`config.mk`:
```
export PLATFORM = sky130hd
export DESIGN_NAME = trap_sequencer_flat
export DESIGN_NICKNAME = d
export VERILOG_FILES = /design/src/rtl/trap_sequencer_if.sv /design/src/rtl/trap_sequencer.sv /design/src/flat_wrapper.sv
export SDC_FILE = /design/constraint.sdc
export NUM_CORES = 1
export LEC_CHECK = 0
export ABC_AREA = 1
export BUFFER_PORTS_ARGS = -buffer_cell sky130_fd_sc_hd__buf_2
export CAP_MARGIN = 5
export CORE_AREA = 2 2 157 159
export DETAILED_ROUTE_END_ITERATION = 16
export DIE_AREA = 0 0 159 161
export PLACE_DENSITY = 0.65
export SYNTH_ARGS = -nofsm -noshare
export SYNTH_HDL_FRONTEND = slang
export SYNTH_SLANG_ARGS = --single-unit
```
`constraint.sdc`:
```
create_clock -name clk -period 3.5 [get_ports clk]
set_input_delay 0.525 -clock clk [delete_from_list [all_inputs] [get_ports clk]]
set_output_delay 0.525 -clock clk [all_outputs]
set_load 0.02 [all_outputs]
```
`src/rtl/trap_sequencer_if.sv`:
```
// Trap request, fetch redirect, CSR-instruction and CSR-file port bundle for trap_sequencer.
// slave = sequencer side, master = execute stage / CSR file side.
interface trap_sequencer_if #(
   parameter int DATA_WIDTH = 64,
   parameter int ADDR_WIDTH = 2
);
   logic                  trap_req;
   logic                  trap_kind;
   logic [DATA_WIDTH-1:0] trap_pc;
   logic [DATA_WIDTH-1:0] trap_cause;
   logic                  trap_ack;
   logic                  busy;
   logic                  redirect_vld;
   logic [DATA_WIDTH-1:0] redirect_pc;
   logic [ADDR_WIDTH-1:0] inst_csr_raddr;
   logic                  inst_csr_wen;
   logic [ADDR_WIDTH-1:0] inst_csr_waddr;
   logic [DATA_WIDTH-1:0] inst_csr_wdata;
   logic                  inst_csr_gnt;
   logic [DATA_WIDTH-1:0] csrf_rdata;
   logic [ADDR_WIDTH-1:0] csrf_raddr;
   logic [ADDR_WIDTH-1:0] csrf_waddr;
   logic [DATA_WIDTH-1:0] csrf_wdata;
   logic                  csrf_wen;

   modport slave (
      input  trap_req, trap_kind, trap_pc, trap_cause,
      input  inst_csr_raddr, inst_csr_wen, inst_csr_waddr, inst_csr_wdata,
      input  csrf_rdata,
      output trap_ack, busy, redirect_vld, redirect_pc, inst_csr_gnt,
      output csrf_raddr, csrf_waddr, csrf_wdata, csrf_wen
   );

   modport master (
      output trap_req, trap_kind, trap_pc, trap_cause,
      output inst_csr_raddr, inst_csr_wen, inst_csr_waddr, inst_csr_wdata,
      output csrf_rdata,
      input  trap_ack, busy, redirect_vld, redirect_pc, inst_csr_gnt,
      input  csrf_raddr, csrf_waddr, csrf_wdata, csrf_wen
   );
endinterface

```
`src/rtl/trap_sequencer.sv`:
```
// Trap entry/exit sequencer sharing the machine CSR file ports with CSR instructions.
// Define TRAP_SEQ_MSTATUS_EN to add the mstatus MIE/MPIE/MPP update step (W_STATUS).
//
// state    | meaning
// IDLE     | CSR ports granted to instructions unless a trap is requested
// W_EPC    | write mepc <- trapping pc (ecall)
// W_CAUSE  | write mcause <- latched cause (ecall)
// W_STATUS | read-modify-write mstatus (TRAP_SEQ_MSTATUS_EN only)
// RD_TGT   | read mtvec (ecall) or mepc (mret) into redirect_pc
// REDIR    | one-cycle fetch redirect pulse
module trap_sequencer #(
   parameter int DATA_WIDTH = 64,
   parameter int ADDR_WIDTH = 2
) (
   input logic              clk,
   input logic              rst_n,
   trap_sequencer_if.slave  bus
);
   localparam logic [ADDR_WIDTH-1:0] IDX_CAUSE  = ADDR_WIDTH'(0);
   localparam logic [ADDR_WIDTH-1:0] IDX_STATUS = ADDR_WIDTH'(1);
   localparam logic [ADDR_WIDTH-1:0] IDX_EPC    = ADDR_WIDTH'(2);
   localparam logic [ADDR_WIDTH-1:0] IDX_TVEC   = ADDR_WIDTH'(3);

   typedef enum logic [2:0] {
      IDLE     = 3'd0,
      W_EPC    = 3'd1,
      W_CAUSE  = 3'd2,
`ifdef TRAP_SEQ_MSTATUS_EN
      W_STATUS = 3'd3,
`endif
      RD_TGT   = 3'd4,
      REDIR    = 3'd5
   } state_t;

   state_t                state;
   logic                  kind_q;
   logic [DATA_WIDTH-1:0] pc_q;
   logic [DATA_WIDTH-1:0] cause_q;
   logic                  redir_vld_q;
   logic [DATA_WIDTH-1:0] redir_pc_q;

   logic                  gnt;
   logic                  seq_wen;
   logic [ADDR_WIDTH-1:0] seq_waddr;
   logic [ADDR_WIDTH-1:0] seq_raddr;
   logic [DATA_WIDTH-1:0] seq_wdata;
   logic [DATA_WIDTH-1:0] tgt_mask;

`ifdef TRAP_SEQ_MSTATUS_EN
   function automatic logic [DATA_WIDTH-1:0] status_upd(input logic [DATA_WIDTH-1:0] s,
                                                        input logic is_mret);
      logic [DATA_WIDTH-1:0] r;
      r = s;
      if (is_mret) begin
         r[3] = s[7];
         r[7] = 1'b1;
      end else begin
         r[7] = s[3];
         r[3] = 1'b0;
      end
      r[12:11] = 2'b11;
      return r;
   endfunction
`endif

   assign gnt      = (state == IDLE) & ~bus.trap_req;
   // mret targets keep bit 1 (IALIGN=16 safe); ecall uses direct-mode mtvec base only
   assign tgt_mask = kind_q ? DATA_WIDTH'(1) : DATA_WIDTH'(3);

   always_comb begin
      seq_wen   = 1'b0;
      seq_waddr = IDX_CAUSE;
      seq_raddr = IDX_CAUSE;
      seq_wdata = '0;
      case (state)
         W_EPC: begin
            seq_wen   = 1'b1;
            seq_waddr = IDX_EPC;
            seq_wdata = pc_q;
         end
         W_CAUSE: begin
            seq_wen   = 1'b1;
            seq_waddr = IDX_CAUSE;
            seq_wdata = cause_q;
         end
`ifdef TRAP_SEQ_MSTATUS_EN
         W_STATUS: begin
            seq_raddr = IDX_STATUS;
            seq_wen   = 1'b1;
            seq_waddr = IDX_STATUS;
            seq_wdata = status_upd(bus.csrf_rdata, kind_q);
         end
`endif
         RD_TGT:  seq_raddr = kind_q ? IDX_EPC : IDX_TVEC;
         default: ;
      endcase
   end

   // Sequencer writes are suppressed while reset is held so an aborted step never commits.
   assign bus.csrf_wen     = gnt ? bus.inst_csr_wen   : (seq_wen & rst_n);
   assign bus.csrf_waddr   = gnt ? bus.inst_csr_waddr : seq_waddr;
   assign bus.csrf_wdata   = gnt ? bus.inst_csr_wdata : seq_wdata;
   assign bus.csrf_raddr   = gnt ? bus.inst_csr_raddr : seq_raddr;
   assign bus.inst_csr_gnt = gnt;
   assign bus.trap_ack     = bus.trap_req & (state == IDLE);
   assign bus.busy         = (state != IDLE);
   assign bus.redirect_vld = redir_vld_q;
   assign bus.redirect_pc  = redir_pc_q;

   always_ff @(posedge clk) begin
      if (!rst_n) begin
         state       <= IDLE;
         kind_q      <= 1'b0;
         pc_q        <= '0;
         cause_q     <= '0;
         redir_vld_q <= 1'b0;
         redir_pc_q  <= '0;
      end else begin
         redir_vld_q <= 1'b0;
         case (state)
            IDLE: begin
               if (bus.trap_req) begin
                  kind_q  <= bus.trap_kind;
                  pc_q    <= bus.trap_pc;
                  cause_q <= bus.trap_cause;
`ifdef TRAP_SEQ_MSTATUS_EN
                  state   <= bus.trap_kind ? W_STATUS : W_EPC;
`else
                  state   <= bus.trap_kind ? RD_TGT : W_EPC;
`endif
               end
            end
            W_EPC:   state <= W_CAUSE;
`ifdef TRAP_SEQ_MSTATUS_EN
            W_CAUSE:  state <= W_STATUS;
            W_STATUS: state <= RD_TGT;
`else
            W_CAUSE:  state <= RD_TGT;
`endif
            RD_TGT: begin
               redir_pc_q  <= bus.csrf_rdata & ~tgt_mask;
               redir_vld_q <= 1'b1;
               state       <= REDIR;
            end
            REDIR:   state <= IDLE;
            default: state <= IDLE;
         endcase
      end
   end
endmodule
```
`src/flat_wrapper.sv`:
```
// flat-port wrapper written by rule: the top's interface ports become plain ports
module trap_sequencer_flat 
#(
   parameter int DATA_WIDTH = 64,
   parameter int ADDR_WIDTH = 2
)
  (clk, rst_n, bus_trap_req, bus_trap_kind, bus_trap_pc, bus_trap_cause, bus_inst_csr_raddr, bus_inst_csr_wen, bus_inst_csr_waddr, bus_inst_csr_wdata, bus_csrf_rdata, bus_trap_ack, bus_busy, bus_redirect_vld, bus_redirect_pc, bus_inst_csr_gnt, bus_csrf_raddr, bus_csrf_waddr, bus_csrf_wdata, bus_csrf_wen);
  trap_sequencer_if #(.DATA_WIDTH(DATA_WIDTH), .ADDR_WIDTH(ADDR_WIDTH)) bus_i ();
  input logic clk;
  input logic rst_n;
  input wire logic [$bits(bus_i.trap_req)-1:0] bus_trap_req;
  input wire logic [$bits(bus_i.trap_kind)-1:0] bus_trap_kind;
  input wire logic [$bits(bus_i.trap_pc)-1:0] bus_trap_pc;
  input wire logic [$bits(bus_i.trap_cause)-1:0] bus_trap_cause;
  input wire logic [$bits(bus_i.inst_csr_raddr)-1:0] bus_inst_csr_raddr;
  input wire logic [$bits(bus_i.inst_csr_wen)-1:0] bus_inst_csr_wen;
  input wire logic [$bits(bus_i.inst_csr_waddr)-1:0] bus_inst_csr_waddr;
  input wire logic [$bits(bus_i.inst_csr_wdata)-1:0] bus_inst_csr_wdata;
  input wire logic [$bits(bus_i.csrf_rdata)-1:0] bus_csrf_rdata;
  output wire logic [$bits(bus_i.trap_ack)-1:0] bus_trap_ack;
  output wire logic [$bits(bus_i.busy)-1:0] bus_busy;
  output wire logic [$bits(bus_i.redirect_vld)-1:0] bus_redirect_vld;
  output wire logic [$bits(bus_i.redirect_pc)-1:0] bus_redirect_pc;
  output wire logic [$bits(bus_i.inst_csr_gnt)-1:0] bus_inst_csr_gnt;
  output wire logic [$bits(bus_i.csrf_raddr)-1:0] bus_csrf_raddr;
  output wire logic [$bits(bus_i.csrf_waddr)-1:0] bus_csrf_waddr;
  output wire logic [$bits(bus_i.csrf_wdata)-1:0] bus_csrf_wdata;
  output wire logic [$bits(bus_i.csrf_wen)-1:0] bus_csrf_wen;
  assign bus_i.trap_req = bus_trap_req;
  assign bus_i.trap_kind = bus_trap_kind;
  assign bus_i.trap_pc = bus_trap_pc;
  assign bus_i.trap_cause = bus_trap_cause;
  assign bus_i.inst_csr_raddr = bus_inst_csr_raddr;
  assign bus_i.inst_csr_wen = bus_inst_csr_wen;
  assign bus_i.inst_csr_waddr = bus_inst_csr_waddr;
  assign bus_i.inst_csr_wdata = bus_inst_csr_wdata;
  assign bus_i.csrf_rdata = bus_csrf_rdata;
  assign bus_trap_ack = bus_i.trap_ack;
  assign bus_busy = bus_i.busy;
  assign bus_redirect_vld = bus_i.redirect_vld;
  assign bus_redirect_pc = bus_i.redirect_pc;
  assign bus_inst_csr_gnt = bus_i.inst_csr_gnt;
  assign bus_csrf_raddr = bus_i.csrf_raddr;
  assign bus_csrf_waddr = bus_i.csrf_waddr;
  assign bus_csrf_wdata = bus_i.csrf_wdata;
  assign bus_csrf_wen = bus_i.csrf_wen;
  trap_sequencer #(.DATA_WIDTH(DATA_WIDTH), .ADDR_WIDTH(ADDR_WIDTH)) u_core (.clk(clk), .rst_n(rst_n), .bus(bus_i));
endmodule
```
---- After elaboration in Yosys (flattened, before gate mapping) ----
Cells that the tools add are included.
word-level totals
  logic and storage cells ................. 34
  output and inout port bits .............. 137
  bits in registers ....................... 197
  bits of input ports ..................... 265
operators by class
  equality and inequality tests ........... 4
  bitwise gates (word level) .............. 6
  reduce and logical (&&, ||, !) cells .... 4
  multiplexer cells ....................... 14
operators by type and width
  kind                  number
  $pmux W64 S2          1
  $and A64 B64 Y64      1
  $mux W64              1
  $not A64 Y64          1
  $pmux W3 S4           1
  $mux W2               5
  $mux W3               2
  $mux W1               4
  $and A1 B1 Y1         3
  $eq A3 B1 Y1 const B  1
  $eq A3 B2 Y1 const B  1
  $eq A3 B3 Y1 const B  1
  $logic_not A3 Y1      1
  $reduce_bool A3 Y1    1
  $ne A2 B2 Y1 const B  1
  $reduce_and A2 Y1     1
  $reduce_or A2 Y1      1
  $not A1 Y1            1

---- Longest topological paths before layout ----
  depth after elaboration ................. 5
  depth in mapped cells ................... 7
  mapped depth without buffers ............ 5

---- Least setup slack after synthesis ----
OpenSTA, ideal clock, no wires.
  path type ............................... register to output
  from .................................... register u_core.state[2]
  to ...................................... output bus_csrf_wdata[47]
  arrival time ............................ 1340 ps
  required time ........................... 2975 ps
  path buffers ............................ 2
  cell stages (with the launch flop) ...... 8
  setup slack ............................. 1635 ps
  cell sequence ........................... dfxtp_1 > nor2_4 > nand2_1 > nor2_2 > buf_4 > buf_6 > nand2_1 > nand3_1
on the way
  cells in the longest elaborated chain, start to end .. 3
ends and longest elaborated chain
  element                                        RTL line                                    RTL
  from (decl)                                    trap_sequencer.sv:35                        state_t state;
  from (signal assigned)                         trap_sequencer.sv:129                       state <= bus.trap_kind ? RD_TGT : W_EPC;
  $eq A3 B2 Y1, or another cell as far along     trap_sequencer.sv:75                        case (state)
  $pmux W64 S2 or $and A1 B1 Y1 (tied branches)  trap_sequencer.sv:75, trap_sequencer.sv:66
  $mux W64 (*)                                   trap_sequencer.sv:102                       assign bus.csrf_wdata = gnt ? bus.inst_csr_wdata : seq_wdata;
  to (decl)                                      flat_wrapper.sv:27                          output wire logic [$bits(bus_i.csrf_wdata)-1:0] bus_csrf_wdata;
Every way passes the cells marked *; elsewhere a longest branch is shown, timed or not.

---- Worst setup path after layout ----
  from .................................... register u_core.state[2]
  to ...................................... output bus_csrf_wdata[42]
The elaborated chain is that of the path after synthesis.

==> metrics.cfg <==
[detailed_routing]
ant_nets=0
vias=9224
first_pass_iters=5
wl_um=27700
drc=0
wl_per_cell_um=13.3
via_per_inst=4.41
drt_iter0_drc=600

[timing]
slew_viol_final=0
fmax_mhz=339
slew_headroom_pct=27.6
holdWs_ns=0.313
min_period_ns=2.95
layout_worst_path_cycle_share_pct=84.2
finalSetupViolCount=0
fin_worst_skew_ns=0.0143
grt_setup_unrepaired=false
tightestPinTransition_ns=1.08
finalHoldViolCount=0
finalSetupTns_ns=0

[global_routing]
grt.overflow.total=0
grt_use_total_pct=21.3
met1_usage_pct=25.8
grt_pass1_vias=8728
grt_use_met3_pct=6.24
grt_pass1_wl_um=44200
use_met2_pct=36.2
grt-busiest-layer=met2
grt_max_degree=195
grt_antenna_before_repair=5

[yosys]
synth.most_common_cell=nand2_1
synth_edf_count=0
synth_seq_area_share_pct=44.8
synth-seq-cells=196
postSynth.asyncResetShare_pct=0
synth_area_mm2=0.00876
synth_top_area_share_pct=44.8
synth_top_cells_by_count=463 x nand2_1, 390 x nor2_1, 196 x dfxtp_1, 133 x inv_1, 68 x nand3_1
synth_nets=1671
synth.top_cells.by_area=dfxtp_1 45%, nand2_1 20%, nor2_1 17%
avgSynthCellArea_um2=6.23
synth.distinct_cells=18
synthCells=1406
yosys_warnings=0
synth_top_area_cell=dfxtp_1
ys.flop_type=dfxtp_1

[worst_setup_path]
max_stage_delay_ns=0.56
arrival_ns=2.42
cp.required_ns=2.97
crit_path_max_fanout=49
endpoint_kind=output port
crit_slowest_cell=nor2_4
critPathKind=reg2out
start_kind=flop
crit_chain=nor2_4 -> nand2_1 -> nor2_4 -> buf_12 -> nand2_1 -> nand3_1 -> buf_2

[pwr]
p_per_area_mw_per_mm2=523
combPwrFrac_pct=24.7
vdd_ir_drop_max_uv=267
p_total_w=0.00601
clkPwrFrac_pct=31.8
switching_share_pct=34.1
cellLeakagePower_nw=6.32
seq_power_share_pct=43.5
internal_power_w=0.00396
p_sw_w=0.00205

[floorplanning]
num_io_pins=402
die_x_um=159
die_area_mm2=0.0256
initial_core_util_pct=36.6
rows=57
die_y_um=161
fp.coreArea_mm2=0.0240

[clock_tree]
cts_htree_levels=4
cts_setup_buffers=0
root_buffer=clkbuf_16
cts_buffers=17
cts_tree=done
cts_buffer_depth=2
worstSkewPairLatency_ns=0.43
ctsResizeCount=0
cts.reportedPaths.clkPinSlew_ns=0.08
cts_hold_buf=0
clock-sinks=196

[place]
hpwlAfterDp_um=19400
place.gp.congestion=0.871
post_dp_cell_area_mm2=0.0109
portBuffers=399

[run]
cap_violations=0

[outcome]
status=completed

[finish]
drive_above_1_share_pct=25.3
final_nets=2015
design_area_mm2=0.0115
n_fill_cell=2550
syn_to_final_growth_pct=31.0

[hold_path]
hold_class=in2reg

[critical path: cells and delay by family (launching register included)]
| family | cells | cell delay (ns) |
|---|---|---|
| buffers and inverters | 2 | 0.53 |
| AND/OR/NAND/NOR | 5 | 1.09 |
| flip-flops | 1 | 0.36 |
[power by group through the flow]
stage	sequential [W]	clock (W)	combinational [W]
4_1_cts	0.00261	0.00197	0.00150
3_3_place_gp	0.00266	0	0.00147
3_5_place_dp	0.00267	0	0.00149
6_report	0.00261	0.00191	0.00148
2_1_floorplan	0.00274	0	0.000911
5_1_grt	0.00265	0.00207	0.00169
[metrics by stage]
step,std cells,worst slack [ns],utilization (%)
floorplan,1406,1.64,-
global placement,2055,1.01,45.5
detailed placement,2055,0.981,45.5
CTS,2086,0.546,47.9
global route,2089,0.433,47.9
finish,2090,0.553,47.9
[path summary, 6_finish.rpt]
check | slack (ns) | depth (start not counted) | to | from
max | 0.55 | 7 | bus_csrf_wdata[42] | u_core.state[2]
min | 0.31 | 3 | u_core.cause_q[4] | bus_trap_cause[4]
max reg2reg | 1.31 | 5 | u_core.bus.redirect_pc[21] | u_core.state[1]
min reg2reg | 0.48 | 2 | u_core.bus.redirect_pc[46] | u_core.bus.redirect_pc[46]
[cells in the final DEF, fill, tap and decap left out, types with 6 or more instances in the layout]
cell	instances
o21ai_0	63
nand3_1	68
buf_12	6
clkbuf_16	17
nand2_1	463
inv_1	133
nor2_1	390
buf_2	398
dfxtp_1	196
[state kept, by name (all words and copies together), names as in the netlist]
signal                   cells
u_core.bus.redirect_pc      63
u_core.bus.redirect_vld      1
u_core.cause_q              64
u_core.kind_q                1
u_core.pc_q                 64
u_core.state                 3
[logic make-up (layout without fill, tap and decap cells)]
group	Yosys count	in the layout	share of synthesized area [%]
AO/OA/AOI/OAI	65	65	3.74
buffers and inverters	219	575	10.6
flip-flops	196	196	44.8
other	1	5	0.0428
AND/OR/NAND/NOR	925	925	40.8
[area by class of cell]
| cell class | instances | area, um2 | share of cell area (%) |
|---|---|---|---|
| antenna | 4 | 10.0 | 0.0872 |
| clock buffer | 17 | 425 | 3.71 |
| clock inverter | 14 | 143 | 1.24 |
| inverter | 137 | 514 | 4.48 |
| multi-input combinational | 991 | 3920 | 34.2 |
| sequential | 196 | 3920 | 34.2 |
| tap | 324 | 405 | 3.53 |
| timing repair buffer | 407 | 2140 | 18.6 |
[routing by layer]
layer	routed length [um]	part of all wire, %
met5	16	0.058
met4	631	2.3
met3	2020	7.3
met2	13300	48
met1	11700	42
No activity file was read; power rests on OpenSTA's default activity.
